==> src/rtl/mem_boot_loader.sv <==
// rtl/mem_boot_loader.sv - host byte-stream boot loader sharing the CPU memory port
// Loads length/data/checksum frames into memory, then releases the CPU from reset.
module mem_boot_loader (
  input  logic       clk,
  input  logic       reset,
  input  logic       in_valid,
  input  logic [7:0] in_data,
  output logic       in_ready,
  input  logic       reload,
  input  logic       cpu_memwrite,
  input  logic [7:0] cpu_adr,
  input  logic [7:0] cpu_writedata,
  output logic       memwrite,
  output logic [7:0] adr,
  output logic [7:0] writedata,
  output logic       cpu_reset,
  output logic       load_err
);

  typedef enum logic [2:0] {LEN, DATA, CSUM, RUN, ERR} state_t;

  state_t     state;
  logic [7:0] count;
  logic [7:0] ptr;
  logic [7:0] sum;
  logic [7:0] ld_adr;
  logic [7:0] ld_data;
  logic       pending;
  logic       xfer;
  logic [7:0] sum_next;

  assign xfer     = in_valid && in_ready;
  assign sum_next = sum + in_data;

  always_comb begin
    in_ready = 1'b0;
    case (state)
      LEN, CSUM: in_ready = 1'b1;
      DATA:      in_ready = !pending;
      default:   in_ready = 1'b0;
    endcase
  end

  // The CPU owns the memory port only in RUN; otherwise the loader's registers drive it.
  always_comb begin
    if (state == RUN) begin
      memwrite  = cpu_memwrite;
      adr       = cpu_adr;
      writedata = cpu_writedata;
    end else begin
      memwrite  = pending;
      adr       = ld_adr;
      writedata = ld_data;
    end
  end

  always_ff @(posedge clk or negedge reset) begin
    if (!reset) begin
      state     <= LEN;
      count     <= 8'h00;
      ptr       <= 8'h00;
      sum       <= 8'h00;
      ld_adr    <= 8'h00;
      ld_data   <= 8'h00;
      pending   <= 1'b0;
      cpu_reset <= 1'b1;
      load_err  <= 1'b0;
    end else begin
      case (state)
        LEN: begin
          if (xfer) begin
            count <= in_data;
            ptr   <= 8'h00;
            sum   <= 8'h00;
            state <= DATA;
          end
        end
        DATA: begin
          // count==0 encodes 256, so the final write is the one issued at count==1.
          if (pending) begin
            pending <= 1'b0;
            ptr     <= ptr + 8'h01;
            count   <= count - 8'h01;
            if (count == 8'h01) state <= CSUM;
          end else if (xfer) begin
            ld_adr  <= ptr;
            ld_data <= in_data;
            pending <= 1'b1;
            sum     <= sum_next;
          end
        end
        CSUM: begin
          if (xfer) begin
            if (sum_next == 8'h00) begin
              state     <= RUN;
              cpu_reset <= 1'b0;
            end else begin
              state    <= ERR;
              load_err <= 1'b1;
            end
          end
        end
        RUN, ERR: begin
          if (reload) begin
            state     <= LEN;
            cpu_reset <= 1'b1;
            load_err  <= 1'b0;
          end
        end
        default: state <= LEN;
      endcase
    end
  end

endmodule

==> config.mk <==
export PLATFORM = sky130hd
export DESIGN_NAME = mem_boot_loader
export DESIGN_NICKNAME = d
export VERILOG_FILES = /design/src/rtl/mem_boot_loader.sv
export SDC_FILE = /design/constraint.sdc
export NUM_CORES = 1
export LEC_CHECK = 0
export ABC_CLOCK_PERIOD_IN_PS = 4700
export BUFFER_PORTS_ARGS = -buffer_cell sky130_fd_sc_hd__buf_4
export CORE_MARGIN = 1
export CORE_UTILIZATION = 50
export DETAILED_ROUTE_END_ITERATION = 16
export GPL_ROUTABILITY_DRIVEN = 0
export GPL_TIMING_DRIVEN = 0
export PLACE_DENSITY = 0.73
export SKIP_LAST_GASP = 1
export SYNTH_ARGS = -nofsm -noshare
export SYNTH_HDL_FRONTEND = slang
export SYNTH_SLANG_ARGS = --single-unit
==> constraint.sdc <==
create_clock -name clk -period 4.7 [get_ports clk]
set_input_delay 0.47 -clock clk [delete_from_list [all_inputs] [get_ports clk]]
set_output_delay 0.47 -clock clk [all_outputs]
set_load 0.005 [all_outputs]
==> reports/qor.csv <==
metric;value;unit
synthesized area per cell;9.009;um2
CTS Hold Bufs;0;
startpoint types;flip-flop;
MaxCap Viol Count;0;
Worst Skew;0.005427;ns
FF-to-FF End;load_err$_DFFE_PN0P_;
Total Power;1.901;mW
Port Buffers;48;
# rows;26;
final cycle utilization of the critical path;60.21;%
DRT Pass-1 Iters;4;
Leakage;1.535;nW
Worst-Skew Late Latency;0.31;ns
postcts setup bufs;0;
Critical Path RT;4.23;ns
async set-reset flop share out of synthesis;100.0;%
share of cells above drive strength 1;23.60;%
CTS resizes;0;
most common cell after layout, fill and taps aside;nand2_1;
gr usage total;23.70;%
Initial Utilization;52.25;%
Worst Path Max Fanout;10;
DP HPWL;4.621;mm
post-route setup TNS;0;ns
wire per inst;14.59;um
slowest CP cell;nand2_1;
routed vias/inst;5.575;
hold_ws;0.1542;ns
max-slew violations;0;
Routed Antenna Nets;0;
n_diodes;0;
Worst Tran Pin Value;0.5894;ns
total CTS buffers;5;
switching power of the nets;773.4;uW
clock buffer depth;2;
max incr delay on CP;0.39;ns
Core Region;5172;um2
worst-path cell chain;clkbuf_1 -> nor2b_1 -> nand2_1 -> buf_2 -> mux2_2 -> buf_4;
# setup viols final;0;
Final Hold Vio Count;0;
count of state elements after synthesis;46;
Post-Route WL;6.216;mm
crit path from;state[2]$_DFFE_PN0P_;
die area;5703;um2
first-pass GRT wire length;10.09;mm
reg2reg setup slack;2.15;ns
switching share of power;40.69;%
most frequent cells in the layout;nand2_1 (63), buf_4 (48), dfrtp_1 (45);
CTS Root Cell;clkbuf_8;
Post-Synthesis Cell Area;2703;um2
Post-Syn Instances;300;
endpoint type of the worst setup path;output port;
worst r2r src;sum[0]$_DFFE_PN0P_;
Area Growth Syn to Fin;20.74;%
dpl cells;418;
via count;2375;
post-synth top area cell;dfrtp_1;
# DRC;0;
Synth top area share;41.67;%
vias in the first global route;2204;
Max VDD drop;0.3659;mV
H-tree Lvls;2;
R2R depth;7;
Worst-path clk slew;0.09;ns
Primary FF master, synth;dfrtp_1;
clk sink count;46;
initial drt markers;164;
RSZ-0062 raised after global routing;false;
largest net degree at the start of global routing;47;
GRT overflow;0;
Post-synth EDFFs;0;
Comb pwr share;49.9;%
total internal power;1.127;mW
pwr/cell area;582.5;nW/um2
Seq/Total Area, Yosys;42.64;%
Max Fclk;353.4;MHz
Mapped Nets;340;
status;completed;
Finished Layout Cells;426;
initial antenna violation count;0;
Clk pwr share;16.1;%
Yosys warning total;0;
Worst EP arrival;2.36;ns
fin crit period;2.830;ns
worst slew margin relative to its limit;60.71;%
sequential power share;33.9;%
Worst Setup EP;adr[6];
Die W;75.52;um
Netlist cell types;52;
main area contributors after synthesis;dfrtp_1 (42%), nand2_1 (8.8%), mux2_2 (7.1%);
# nets final;395;
Ports;49;
WS Path Type;reg -> out;
CTS tree;done;
Die H;75.52;um
worst min path class;in -> async;
[state kept, by name, summed over array words and instances (netlist names)]
register   count
count          8
cpu_reset      1
ld_adr         8
ld_data        8
load_err       1
pending        1
ptr            8
state          3
sum            8
[routing by layer]
| metal | up-vias | track usage [%] | part of all wire, % |
|---|---|---|---|
| li1 | 1173 | - | - |
| met4 | 0 | 5.556 | 0.98 |
| met2 | 60 | 40.58 | 47 |
| met1 | 1136 | 31.37 | 47 |
| met3 | 6 | 4.365 | 4.5 |
| met5 | - | 0 | 0 |
[cells by family after synthesis]
logic type      count (synthesis)  synth area share [%]
mux                            20                 8.194
compound gates                 73                 17.36
buf+inv                        22                 3.379
fa+ha+maj                      11                 5.370
flops                          46                 42.64
simple gates                  125                 22.08
xor+xnor                        3                0.9724
[through the flow]
step / utilization (%) / worst slack (ns) / cell area, um2
global placement: 60.91 / 1.931 / 3151
global route: 63.09 / 1.705 / 3263
CTS: 63.09 / 1.853 / 3263
finish: 63.09 / 1.870 / 3263
floorplan: - / 2.269 / 2703
detailed placement: 60.91 / 1.913 / 3151
[worst max-delay path: cells and delay by family, from the launching register on]
family | cells | cell delay (ns)
mux | 1 | 0.37
buf+inv | 3 | 0.80
flops | 1 | 0.36
simple gates | 2 | 0.52
[power groups by stage]
stage,clock (mW),sequential [mW],combinational (mW)
floorplan,0,0.620,0.674
global placement,0,0.644,0.924
detailed placement,0,0.651,0.947
CTS,0.310,0.643,0.953
global route,0.322,0.661,1.08
finish,0.307,0.645,0.949
[Yosys cell counts, drive strengths merged (5+ instances only)]
cell    number
a22o         5
clkbuf       9
nor2        17
inv          6
nor2b        7
nand3        5
o31ai        5
buf          7
nor3         7
o21ai       25
nand2       63
dfrtp       45
a211oi       5
a21oi       14
ha          10
mux2        17
[worst min path at each step]
stage                             endpoint  slack, ns  cells past startpoint
floorplan             count[0]$_DFFE_PN0P_       0.17                      0
global route        ld_data[5]$_DFFE_PN0P_       0.20                      1
detailed placement  ld_data[2]$_DFFE_PN0P_       0.46                      2
CTS                 ld_data[1]$_DFFE_PN0P_       0.18                      1
global placement     ld_adr[7]$_DFFE_PN0P_       0.45                      2
finish              ld_data[3]$_DFFE_PN0P_       0.15                      1
[area by class of cell]
cell class              instances  area (um2)
plain buffers                  16       68.82
clock buffers                   5       68.82
clock inverters                 3       43.79
fillers                       455        1909
inverters                       6       22.52
multi-input cells             232        1459
flip-flops and latches         46        1152
well taps                      70       87.58
repair buffers                 48       360.3
No activity file was read; power rests on OpenSTA's default activity.
